--- src/rtl/branch_resolve_if.sv ---
// Request/result bundle for branch_resolve: the master issues branch requests and
// accepts results, and the slave (branch_resolve) resolves them and reports statistics.
interface branch_resolve_if #(
  parameter int DATA_WIDTH = 32,
  parameter int CNT_WIDTH  = 16
);
  logic                  i_valid;
  logic                  o_ready;
  logic [2:0]            i_cond;
  logic [DATA_WIDTH-1:0] i_operand0;
  logic [DATA_WIDTH-1:0] i_operand1;
  logic [DATA_WIDTH-1:0] i_direct_addr;
  logic [DATA_WIDTH-1:0] i_program_addr;
  logic                  i_pred_taken;
  logic                  i_flush;
  logic                  o_valid;
  logic                  i_ready;
  logic [DATA_WIDTH-1:0] o_addr;
  logic                  o_taken;
  logic                  o_mispredict;
  logic [CNT_WIDTH-1:0]  o_branch_cnt;
  logic [CNT_WIDTH-1:0]  o_taken_cnt;

  modport master (
    output i_valid, i_cond, i_operand0, i_operand1, i_direct_addr, i_program_addr,
           i_pred_taken, i_flush, i_ready,
    input  o_ready, o_valid, o_addr, o_taken, o_mispredict, o_branch_cnt, o_taken_cnt
  );

  modport slave (
    input  i_valid, i_cond, i_operand0, i_operand1, i_direct_addr, i_program_addr,
           i_pred_taken, i_flush, i_ready,
    output o_ready, o_valid, o_addr, o_taken, o_mispredict, o_branch_cnt, o_taken_cnt
  );
endinterface

--- src/rtl/branch_resolve.sv ---
// Branch resolution stage: evaluates the condition, selects the target address, flags
// mispredictions and holds a one-entry output register. Define BRANCH_STAT_EN for the counters.
module branch_resolve #(
  parameter int DATA_WIDTH = 32,
  parameter int CNT_WIDTH  = 16
) (
  input logic          clk,
  input logic          rst_n,
  branch_resolve_if.slave bus
);

  typedef enum logic [2:0] {
    COND_EQ     = 3'b000,
    COND_NE     = 3'b001,
    COND_LT     = 3'b010,
    COND_GE     = 3'b011,
    COND_LTU    = 3'b100,
    COND_GEU    = 3'b101,
    COND_ALWAYS = 3'b110,
    COND_NEVER  = 3'b111
  } cond_e;

  logic                  valid_q, valid_d;
  logic [DATA_WIDTH-1:0] addr_q, addr_d;
  logic                  taken_q, taken_d;
  logic                  mispredict_q, mispredict_d;
  logic                  taken_c;
  logic                  ready_c;
  logic                  accept;

  always_comb begin
    taken_c = 1'b0;
    case (cond_e'(bus.i_cond))
      COND_EQ:     taken_c = (bus.i_operand0 == bus.i_operand1);
      COND_NE:     taken_c = (bus.i_operand0 != bus.i_operand1);
      COND_LT:     taken_c = ($signed(bus.i_operand0) <  $signed(bus.i_operand1));
      COND_GE:     taken_c = ($signed(bus.i_operand0) >= $signed(bus.i_operand1));
      COND_LTU:    taken_c = (bus.i_operand0 <  bus.i_operand1);
      COND_GEU:    taken_c = (bus.i_operand0 >= bus.i_operand1);
      COND_ALWAYS: taken_c = 1'b1;
      COND_NEVER:  taken_c = 1'b0;
      default:     taken_c = 1'b0;
    endcase
  end

  assign ready_c = !valid_q || bus.i_ready;
  assign accept  = bus.i_valid && ready_c && !bus.i_flush;

  // Flush wins over everything; otherwise a new accept keeps the slot full even when the
  // current result retires in the same cycle.
  always_comb begin
    valid_d      = valid_q;
    addr_d       = addr_q;
    taken_d      = taken_q;
    mispredict_d = mispredict_q;
    if (bus.i_flush) begin
      valid_d = 1'b0;
    end else if (accept) begin
      valid_d = 1'b1;
    end else if (valid_q && bus.i_ready) begin
      valid_d = 1'b0;
    end
    if (accept) begin
      addr_d       = taken_c ? bus.i_direct_addr : bus.i_program_addr;
      taken_d      = taken_c;
      mispredict_d = taken_c ^ bus.i_pred_taken;
    end
  end

  // NOTE: state registers use non-blocking assignments so every flop samples the
  // pre-edge values; payload is reset too because o_addr must read 0 out of reset.
  always_ff @(posedge clk or negedge rst_n) begin
    if (!rst_n) begin
      valid_q      <= 1'b0;
      addr_q       <= '0;
      taken_q      <= 1'b0;
      mispredict_q <= 1'b0;
    end else begin
      valid_q      <= valid_d;
      addr_q       <= addr_d;
      taken_q      <= taken_d;
      mispredict_q <= mispredict_d;
    end
  end

  assign bus.o_ready      = ready_c;
  assign bus.o_valid      = valid_q;
  assign bus.o_addr       = addr_q;
  assign bus.o_taken      = valid_q && taken_q;
  assign bus.o_mispredict = valid_q && mispredict_q;

`ifdef BRANCH_STAT_EN
  logic [CNT_WIDTH-1:0] branch_cnt_q, branch_cnt_d;
  logic [CNT_WIDTH-1:0] taken_cnt_q, taken_cnt_d;

  // Saturating counters: hold at all-ones instead of wrapping.
  always_comb begin
    branch_cnt_d = branch_cnt_q;
    taken_cnt_d  = taken_cnt_q;
    if (accept) begin
      if (branch_cnt_q != '1) branch_cnt_d = branch_cnt_q + 1'b1;
      if (taken_c && (taken_cnt_q != '1)) taken_cnt_d = taken_cnt_q + 1'b1;
    end
  end

  always_ff @(posedge clk or negedge rst_n) begin
    if (!rst_n) begin
      branch_cnt_q <= '0;
      taken_cnt_q  <= '0;
    end else begin
      branch_cnt_q <= branch_cnt_d;
      taken_cnt_q  <= taken_cnt_d;
    end
  end

  assign bus.o_branch_cnt = branch_cnt_q;
  assign bus.o_taken_cnt  = taken_cnt_q;
`else
  assign bus.o_branch_cnt = '0;
  assign bus.o_taken_cnt  = '0;
`endif

endmodule

--- src/flat_wrapper.sv ---
// flat-port wrapper written by rule: the top's interface ports become plain ports
module branch_resolve_flat 
#(
  parameter int DATA_WIDTH = 32,
  parameter int CNT_WIDTH  = 16
)
  (clk, rst_n, bus_i_valid, bus_i_cond, bus_i_operand0, bus_i_operand1, bus_i_direct_addr, bus_i_program_addr, bus_i_pred_taken, bus_i_flush, bus_i_ready, bus_o_ready, bus_o_valid, bus_o_addr, bus_o_taken, bus_o_mispredict, bus_o_branch_cnt, bus_o_taken_cnt);
  branch_resolve_if #(.DATA_WIDTH(DATA_WIDTH), .CNT_WIDTH(CNT_WIDTH)) bus_i ();
  input logic clk;
  input logic rst_n;
  input wire logic [$bits(bus_i.i_valid)-1:0] bus_i_valid;
  input wire logic [$bits(bus_i.i_cond)-1:0] bus_i_cond;
  input wire logic [$bits(bus_i.i_operand0)-1:0] bus_i_operand0;
  input wire logic [$bits(bus_i.i_operand1)-1:0] bus_i_operand1;
  input wire logic [$bits(bus_i.i_direct_addr)-1:0] bus_i_direct_addr;
  input wire logic [$bits(bus_i.i_program_addr)-1:0] bus_i_program_addr;
  input wire logic [$bits(bus_i.i_pred_taken)-1:0] bus_i_pred_taken;
  input wire logic [$bits(bus_i.i_flush)-1:0] bus_i_flush;
  input wire logic [$bits(bus_i.i_ready)-1:0] bus_i_ready;
  output wire logic [$bits(bus_i.o_ready)-1:0] bus_o_ready;
  output wire logic [$bits(bus_i.o_valid)-1:0] bus_o_valid;
  output wire logic [$bits(bus_i.o_addr)-1:0] bus_o_addr;
  output wire logic [$bits(bus_i.o_taken)-1:0] bus_o_taken;
  output wire logic [$bits(bus_i.o_mispredict)-1:0] bus_o_mispredict;
  output wire logic [$bits(bus_i.o_branch_cnt)-1:0] bus_o_branch_cnt;
  output wire logic [$bits(bus_i.o_taken_cnt)-1:0] bus_o_taken_cnt;
  assign bus_i.i_valid = bus_i_valid;
  assign bus_i.i_cond = bus_i_cond;
  assign bus_i.i_operand0 = bus_i_operand0;
  assign bus_i.i_operand1 = bus_i_operand1;
  assign bus_i.i_direct_addr = bus_i_direct_addr;
  assign bus_i.i_program_addr = bus_i_program_addr;
  assign bus_i.i_pred_taken = bus_i_pred_taken;
  assign bus_i.i_flush = bus_i_flush;
  assign bus_i.i_ready = bus_i_ready;
  assign bus_o_ready = bus_i.o_ready;
  assign bus_o_valid = bus_i.o_valid;
  assign bus_o_addr = bus_i.o_addr;
  assign bus_o_taken = bus_i.o_taken;
  assign bus_o_mispredict = bus_i.o_mispredict;
  assign bus_o_branch_cnt = bus_i.o_branch_cnt;
  assign bus_o_taken_cnt = bus_i.o_taken_cnt;
  branch_resolve #(.DATA_WIDTH(DATA_WIDTH), .CNT_WIDTH(CNT_WIDTH)) u_core (.clk(clk), .rst_n(rst_n), .bus(bus_i));
endmodule
--- config.mk ---
export PLATFORM = sky130hd
export DESIGN_NAME = branch_resolve_flat
export DESIGN_NICKNAME = d
export VERILOG_FILES = /design/src/rtl/branch_resolve_if.sv /design/src/rtl/branch_resolve.sv /design/src/flat_wrapper.sv
export SDC_FILE = /design/constraint.sdc
export NUM_CORES = 1
export LEC_CHECK = 0
export ABC_CLOCK_PERIOD_IN_PS = 3660
export CORE_MARGIN = 2
export CORE_UTILIZATION = 44
export DETAILED_ROUTE_END_ITERATION = 16
export GPL_TIMING_DRIVEN = 0
export PLACE_DENSITY = 0.95
export SLEW_MARGIN = 20
export SYNTH_ARGS = -nofsm -noshare
export SYNTH_HDL_FRONTEND = slang
export SYNTH_SLANG_ARGS = --single-unit
--- constraint.sdc ---
create_clock -name clk -period 3.66 [get_ports clk]
set_clock_uncertainty 0.05 [all_clocks]
set_input_delay 0.366 -clock clk [delete_from_list [all_inputs] [get_ports clk]]
set_output_delay 0.366 -clock clk [all_outputs]
set_load 0.005 [all_outputs]
; ---- Word-level counts from Yosys, hierarchy flattened
; Index checks and enable logic that the tools add are counted.
[op_classes]
mul = 0
shift = 0
magnitude_cmp = 4
n_div = 0
n_mux = 5
add_sub_neg = 0
n_reduce_logical = 10
bitwise = 1
eq_ne = 9
[ops]
columns = op, count
row1 = $ge A32 B32 Y1, 2
row2 = $lt A32 B32 Y1, 2
row3 = $eq A32 B32 Y1, 1
row4 = $mux W32, 1
row5 = $ne A32 B32 Y1, 1
row6 = $eq A3 B3 Y1 const B, 4
row7 = $pmux W1 S8, 1
row8 = $eq A3 B2 Y1 const B, 2
row9 = $logic_and A1 B1 Y1, 5
row10 = $eq A3 B1 Y1 const B, 1
row11 = $logic_not A3 Y1, 1
row12 = $mux W1, 3
row13 = $reduce_bool A3 Y1, 1
row14 = $logic_not A1 Y1, 2
row15 = $logic_or A1 B1 Y1, 1
row16 = $xor A1 B1 Y1, 1
[totals]
register_bits = 35
latch_bits = 0
in_bits = 137
mem_count = 0
mem_bits_rw = 0
romBits = 0

; ---- Logic depth before layout (Yosys ltp)
; Gate-level depths: netlist of run 1.
[depth]
ltp_word = 6
mapped_depth = 12
ltp_nobuf = 10

; ---- Worst setup path before layout of run 1
; OpenSTA, ideal clock, no wires.
[synth_path]
path_type = input to register
startpoint = in bus_i_operand1[5]
endpoint = reg u_core.addr_q[27] (netlist: u_core.bus.o_addr[27])
path_buffers = 2
t_arrival_ps = 2636
slack_ps = 879
setup_time_ps = 95
path_stages = 12
cell_sequence = inv_1 ha_1 a211oi_1 nor2_1 o41a_1 o31a_1 o311a_1 clkbuf_1 nand2_1 buf_2 nor3_1 nor4b_2
[synth_between]
elab_chain_len = 3
word_cells_on_any_way = 8
[synth_lines]
columns = element, line_no
row1 = from (decl), flat_wrapper.sv:14  ; input wire logic [$bits(bus_i.i_operand1)-1:0] bus_i_operand1;
row2 = "$ge A32 B32 Y1, or another cell as far along", branch_resolve.sv:39  ; COND_GEU: taken_c = (bus.i_operand0 >= bus.i_operand1);
row3 = $pmux W1 S8 *, branch_resolve.sv:33  ; case (cond_e'(bus.i_cond))
row4 = $mux W32 *, branch_resolve.sv:64  ; addr_d = taken_c ? bus.i_direct_addr : bus.i_program_addr;
row5 = to (signal assigned), branch_resolve.sv:80  ; addr_q <= addr_d;
row6 = to (decl), branch_resolve.sv:24  ; logic [DATA_WIDTH-1:0] addr_q, addr_d;
; Every way passes the cells marked *; elsewhere a longest branch is shown, timed or not.
; A chain may end at the register's enable or synchronous reset.

; ---- Worst setup path in the final report of run 1
[layout_path]
startpoint = in bus_i_operand1[25]
endpoint = reg u_core.addr_q[31] (netlist: u_core.bus.o_addr[31])
; Same word-level chain as after synthesis.

==> reports/results.tsv, run 1 <==
stage	metric	value	unit
logic_synthesis	Mapped Cells	478	
floorplanning	Ports	205	
logic_synthesis	Syn Area/Cell	8.25	sq um
logic_synthesis	Synth area leaders	dfrtp_1 (22%), nor4b_2 (12%), ha_1 (10%)	
logic_synthesis	Post-synth ARST share	1.00	
setup_path	peak fanout along the critical path	10	
placed_design	port bufs	171	
placed_design	global placement routability congestion	0.830	
power_and_ir_drop	Power per Cell Area	287	nW/um^2
routing	wire per inst	16.4	um
floorplanning	die width	98.7	um
routing	post-DR vias/cell	5.49	
routing	WL final	13.1	mm
logic_synthesis	Unique masters post-synth	44	
logic_synthesis	largest area contributor in the netlist	dfrtp_1	
setup_path	CP endpoint kind	flip-flop	
cells_and_area	Area Overhead vs Synth	53.2	%
timing	fin crit share	0.941	
setup_path	worst endpoint required time	3800	ps
job	Max-cap violations	0	
setup_path	crit path DAT	3590	ps
logic_synthesis	register area share after synthesis	0.222	
run_status	status	finished, final reports clean	
timing	max_slew headroom	0.555	
timing	final slew viol count	0	
setup_path	Max stage delay on crit path	480	ps
power_and_ir_drop	Gate power share	0.500	
hold_path	HP Class	primary input to asynchronous set/reset pin	
logic_synthesis	synth warn	0	
global_routing	largest net degree at the start of global routing	26	
clocking	clk buf depth	2	
logic_synthesis	Post-synth top cells	nor2_1 (73), nor3_1 (66), dfrtp_1 (35), inv_1 (35), a211oi_1 (34)	
cells_and_area	Final Cell Area	6040	sq um
setup_path	Worst path most repeated cell	clkbuf_1	
routing	Via Count	4380	
logic_synthesis	top-count cell post-synth	nor2_1	
global_routing	Total GRT Usage	0.261	
power_and_ir_drop	Int Pwr	1.15	mW
clocking	root cell of the clock tree	clkbuf_8	
logic_synthesis	post-synth top area share	0.222	
cells_and_area	share of cells above drive strength 1	0.129	
global_routing	first-pass GRT wire length	21.0	mm
global_routing	antenna violations before repair	0	
cells_and_area	NumNets Final	858	
routing	detailed-router iteration count before antenna repair	5	
timing	unrepaired setup endpoints after global routing	no	
floorplanning	DIE HEIGHT	98.7	um
setup_path	Setup crit start kind	primary input	
routing	Detail Route Antenna Nets	0	
timing	Max Freq	0.290	GHz
routing	DRC Markers	0	
power_and_ir_drop	sequential share of power	0.309	
clocking	Clock transition at path regs	80	ps
placed_design	placed cell area	5930	sq um
power_and_ir_drop	peak supply drop	253	uV
setup_path	Slowest-stage cell, CP	nor4_1	
power_and_ir_drop	Sw Pwr	578	uW
power_and_ir_drop	Final Power	1.73	mW
global_routing	gr ovfl total	0	
floorplanning	core box area	8720	sq um
clocking	CTS tree	built	
timing	Final TNS setup	0	ps
setup_path	crit path cell chain	clkdlybuf4s50_1, inv_1, ha_1, nand4_1, nor4_1, o31a_1, o311a_1, clkbuf_1, clkbuf_1, a211oi_1, nor4b_2	
timing	worst-margin pin slew	665	ps
global_routing	vias in the first global route	4578	
power_and_ir_drop	clock power share	0.191	
logic_synthesis	Top FF cell, synth	dfrtp_1	
setup_path	worst setup path class	primary input to flip-flop	
routing	Iter 0 DRT Violations	194	
timing	final hold vios	0	
timing	setup violators final	0	
cells_and_area	# diodes	0	
clocking	CTS Sinks	35	
placed_design	Detailed Place HPWL	10.3	mm
logic_synthesis	post-synthesis sequential element count	35	
clocking	CTS H-Tree Depth	2	
power_and_ir_drop	leak pwr	2.66	nW
logic_synthesis	Post-synth EDFFs	0	
power_and_ir_drop	Net Sw Frac	0.334	
floorplanning	row count	34	
clocking	CTS Buf Count	5	
logic_synthesis	Netlist Area Pre-Place	3940	sq um
clocking	worst skew pair latency	290	ps
timing	post-route minimum period	3440	ps
floorplanning	Initial Util	0.452	
floorplanning	die footprint	9730	sq um
power groups by stage:
stage	clock, mW	combinational (mW)	sequential, mW
3_3_place_gp	0	0.825	0.538
6_report	0.331	0.865	0.535
3_5_place_dp	0	0.858	0.538
4_1_cts	0.329	0.865	0.533
2_1_floorplan	0	0.402	0.539
5_1_grt	0.345	0.932	0.545
worst paths after layout:
| path | startpoint | endpoint | slack, ps | cells past startpoint |
|---|---|---|---|---|
| max | bus_i_operand1[25] | u_core.bus.o_addr[31] | 220 | 11 |
| min | rst_n | u_core.bus.o_addr[11] | 430 | 2 |
| max reg2reg | u_core.bus.o_valid | u_core.bus.o_addr[20] | 1320 | 6 |
| min reg2reg | u_core.taken_q | u_core.taken_q | 480 | 2 |
| max in group asynchronous | rst_n | u_core.bus.o_addr[16] | 2670 | 3 |
| min in group clk | u_core.taken_q | u_core.taken_q | 480 | 2 |
sequential cells by signal, indices dropped and copies added (netlist names):
register	count
u_core.mispredict_q	1
u_core.taken_q	1
u_core.bus.o_valid	1
u_core.bus.o_addr	32
stage by stage:
| step | hold WS, ps | utilization | instances | worst slack (ps) |
|---|---|---|---|---|
| finish | 427 | 0.693 | 798 | 216 |
| global route | 452 | 0.693 | 798 | 35.9 |
| CTS | 438 | 0.692 | 798 | 224 |
| detailed placement | 218 | 0.679 | 789 | -86.2 |
| global placement | 427 | 0.677 | 788 | 40.1 |
| floorplan | 20.4 | - | 509 | 879 |
worst max-delay path, delay by kind of cell:
kind                     cells  cell delay [ps]
AO/OA/AOI/OAI                3              660
adder cells (fa/ha/maj)      1              310
AND/OR/NAND/NOR              3              980
buffers and inverters        4             1240
cell families after synthesis:
group	Yosys count	synth area share
buffers and inverters	101	0.135
other	1	0.000951
AND/OR/NAND/NOR	211	0.342
AO/OA/AOI/OAI	66	0.116
multiplexers	32	0.0812
adder cells (fa/ha/maj)	32	0.102
flip-flops	35	0.222
layer usage:
metal / wire length, um / GRT usage
met2: 6630 / 0.466
met1: 5080 / 0.308
met4: 300 / 0.104
met3: 1120 / 0.0504
met5: 0 / 0
layout make-up:
cell class / instances / area [sq um]
clock buffers: 8 / 100
plain buffers: 66 / 402
repair buffers: 173 / 1740
flip-flops and latches: 35 / 876
fillers: 679 / 2680
multi-input cells: 373 / 2660
inverters: 35 / 131
well taps: 108 / 135
placed cells by master, fill, tap and decap left out, drive strengths merged, types with 2 or more instances in the layout:
master	instances
a211oi	34
a21oi	13
and2	3
buf	41
clkbuf	35
clkdlybuf4s50	170
conb	32
dfrtp	35
ha	32
inv	35
mux2i	32
nand2	13
nand3	6
nand4	8
nor2	73
nor3	66
nor3b	2
nor4	3
nor4b	32
o21ai	6
o31a	2
what timing repair did:
item / in CTS / in global routing
endpoints found under the setup margin: 0 / 1
hold buffers: 1 / 0
buffers inserted: 0 / 0
gates resized for setup: 0 / 1
endpoints found under the hold margin: 10 / 0
(Power assumes the default switching activity.)
==> inputs of run 2 (changes only) <==
Settings changed: ABC_AREA set to 1, CORE_UTILIZATION 44 to 43.
==> reports/results.tsv, run 2 <==
stage	metric	value	unit
setup_path	worst endpoint required time	3790	ps
timing	worst-margin pin slew	520	ps
cells_and_area	# diodes	0	
logic_synthesis	Unique masters post-synth	30	
cells_and_area	NumNets Final	895	
routing	Iter 0 DRT Violations	98	
setup_path	crit path DAT	2850	ps
clocking	root cell of the clock tree	clkbuf_8	
timing	setup violators final	0	
power_and_ir_drop	Sw Pwr	489	uW
run_status	status	finished, final reports clean	
floorplanning	Ports	205	
floorplanning	core box area	8180	sq um
placed_design	global placement routability congestion	0.844	
cells_and_area	total area of multi-input combinational cells	2010	sq um
timing	unrepaired setup endpoints after global routing	no	
clocking	Post-CTS Setup Inserts	0	
global_routing	vias in the first global route	3831	
setup_path	peak fanout along the critical path	10	
power_and_ir_drop	peak supply drop	174	uV
cells_and_area	Area Overhead vs Synth	58.5	%
routing	post-DR vias/cell	4.74	
floorplanning	die width	95.8	um
logic_synthesis	top-count cell post-synth	inv_1	
clocking	clk buf depth	2	
logic_synthesis	Mapped Cells	514	
job	Max-cap violations	0	
global_routing	Total GRT Usage	0.227	
power_and_ir_drop	leak pwr	3.16	nW
timing	Final TNS setup	0	ps
power_and_ir_drop	Net Sw Frac	0.308	
timing	post-route minimum period	2720	ps
clocking	Clock transition at path regs	80	ps
placed_design	placed cell area	5620	sq um
floorplanning	row count	33	
timing	Max Freq	0.368	GHz
logic_synthesis	post-synthesis sequential element count	35	
timing	Hold Slack	431	ps
timing	final hold vios	0	
global_routing	gr ovfl total	0	
floorplanning	DIE HEIGHT	95.8	um
power_and_ir_drop	sequential share of power	0.319	
timing	fin crit share	0.743	
logic_synthesis	Post-synth EDFFs	0	
power_and_ir_drop	clock power share	0.229	
routing	wire per inst	13.1	um
logic_synthesis	Netlist Area Pre-Place	3620	sq um
routing	Detail Route Antenna Nets	0	
floorplanning	die footprint	9180	sq um
cells_and_area	share of cells above drive strength 1	0.147	
global_routing	antenna violations before repair	0	
cells_and_area	Largest register FFs	32	
logic_synthesis	Top FF cell, synth	dfrtp_1	
logic_synthesis	register area share after synthesis	0.242	
routing	Via Count	3947	
cells_and_area	final cell count without fillers	832	
logic_synthesis	Syn Area/Cell	7.05	sq um
cells_and_area	fillers	647	
power_and_ir_drop	Final Power	1.58	mW
clocking	worst skew pair latency	280	ps
placed_design	Detailed Place HPWL	9.00	mm
cells_and_area	commonest non-fill, non-tap cells in the layout	clkdlybuf4s50_1 (171), inv_1 (120), nand2_1 (110)	
logic_synthesis	post-synth top area share	0.242	
cells_and_area	commonest non-fill, non-tap cell in the layout	clkdlybuf4s50_1	
floorplanning	Initial Util	0.443	
timing	final slew viol count	0	
global_routing	largest net degree at the start of global routing	20	
logic_synthesis	Post-synth top cells	inv_1 (120), nand2_1 (110), nand3_1 (48)	
clocking	CTS Sinks	35	
cells_and_area	sequential cell area	876	sq um
placed_design	dpl cells	823	
clocking	CTS tree	built	
power_and_ir_drop	Gate power share	0.452	
logic_synthesis	Synth area leaders	dfrtp_1 (24%), inv_1 (12%), nand2_1 (11%)	
routing	detailed-router iteration count before antenna repair	5	
setup_path	CP endpoint kind	flip-flop	
setup_path	Setup crit start kind	primary input	
setup_path	worst setup path class	primary input to flip-flop	
routing	DRC Markers	0	
routing	WL final	10.9	mm
placed_design	port bufs	172	
clocking	CTS H-Tree Depth	2	
logic_synthesis	Post-synth ARST share	1.00	
logic_synthesis	synth warn	0	
logic_synthesis	largest area contributor in the netlist	dfrtp_1	
hold_path	HP Class	flip-flop to flip-flop	
cells_and_area	Final Cell Area	5740	sq um
global_routing	first-pass GRT wire length	16.5	mm
power_and_ir_drop	Power per Cell Area	276	nW/um^2
timing	max_slew headroom	0.652	
clocking	CTS Buf Count	5	
power_and_ir_drop	Int Pwr	1.10	mW
[run 2: through the flow]
stage	worst slack [ps]	utilization
after detailed placement	645	0.687
final	939	0.703
after floorplan	1480	-
after global routing	781	0.703
after CTS	954	0.703
after global placement	768	0.684
[run 2: logic make-up (layout without fill, tap and decap cells)]
family | after synthesis | count (layout) | share of synthesized area
buffers and inverters | 175 | 357 | 0.236
other | 1 | 32 | 0.00103
AO/OA/AOI/OAI | 18 | 18 | 0.0273
AND/OR/NAND/NOR | 253 | 253 | 0.383
flip-flops | 35 | 35 | 0.242
adder cells (fa/ha/maj) | 32 | 32 | 0.110
[run 2: worst max-delay path: stages]
cell and delay [ps]:
clkdlybuf4s50_1 450, inv_1 40, ha_1 290, nand2_1 70
nor2_1 190, nand4_1 120, nor2_1 230, nand2_4 110
a21oi_1 200, nand3_2 150, nor2_8 190, buf_8 150
nand4_1 100, nand3_1 100, nand2_1 70
[run 2: power groups by stage]
stage	registers [mW]	logic, mW	clock network, mW
floorplan	0.513	0.325	0
global placement	0.507	0.686	0
detailed placement	0.511	0.712	0
CTS	0.504	0.717	0.374
global route	0.513	0.787	0.389
finish	0.505	0.716	0.363
[run 2: worst paths after layout]
kind                                  startpoint                    end  slack, ps  depth (start not counted)
max                            bus_i_operand1[7]  u_core.bus.o_addr[31]        940                         15
min                        u_core.bus.o_addr[25]  u_core.bus.o_addr[25]        430                          2
max in group asynchronous                  rst_n  u_core.bus.o_addr[25]       2600                          3
min reg2reg                u_core.bus.o_addr[25]  u_core.bus.o_addr[25]        430                          2
min in group asynchronous                  rst_n   u_core.bus.o_addr[7]        510                          2
max reg2reg                   u_core.bus.o_valid  u_core.bus.o_addr[31]       1680                          7
[run 2: cell type report]
| class | count | area share |
|---|---|---|
| plain buffers | 53 | 0.0693 |
| inverters | 122 | 0.0797 |
| flip-flops and latches | 35 | 0.152 |
| clock buffers | 6 | 0.0144 |
| well taps | 105 | 0.0229 |
| clock inverters | 2 | 0.00610 |
| repair buffers | 174 | 0.305 |
| multi-input cells | 335 | 0.350 |
[run 2: repair_timing]
item | in CTS | in global routing
hold buffers | 1 | 0
gates resized for setup | 0 | 0
setup endpoints to repair | 0 | 0
hold endpoints to repair | 16 | 0
[run 2: per-layer routing]
| metal | routed length [um] | GRT usage | vias up |
|---|---|---|---|
| met1 | 4080 | 0.243 | 1777 |
| met3 | 752 | 0.0454 | 26 |
| met4 | 266 | 0.0786 | 0 |
| met2 | 5830 | 0.436 | 161 |
| met5 | 0 | 0 | - |
| li1 | - | - | 1983 |
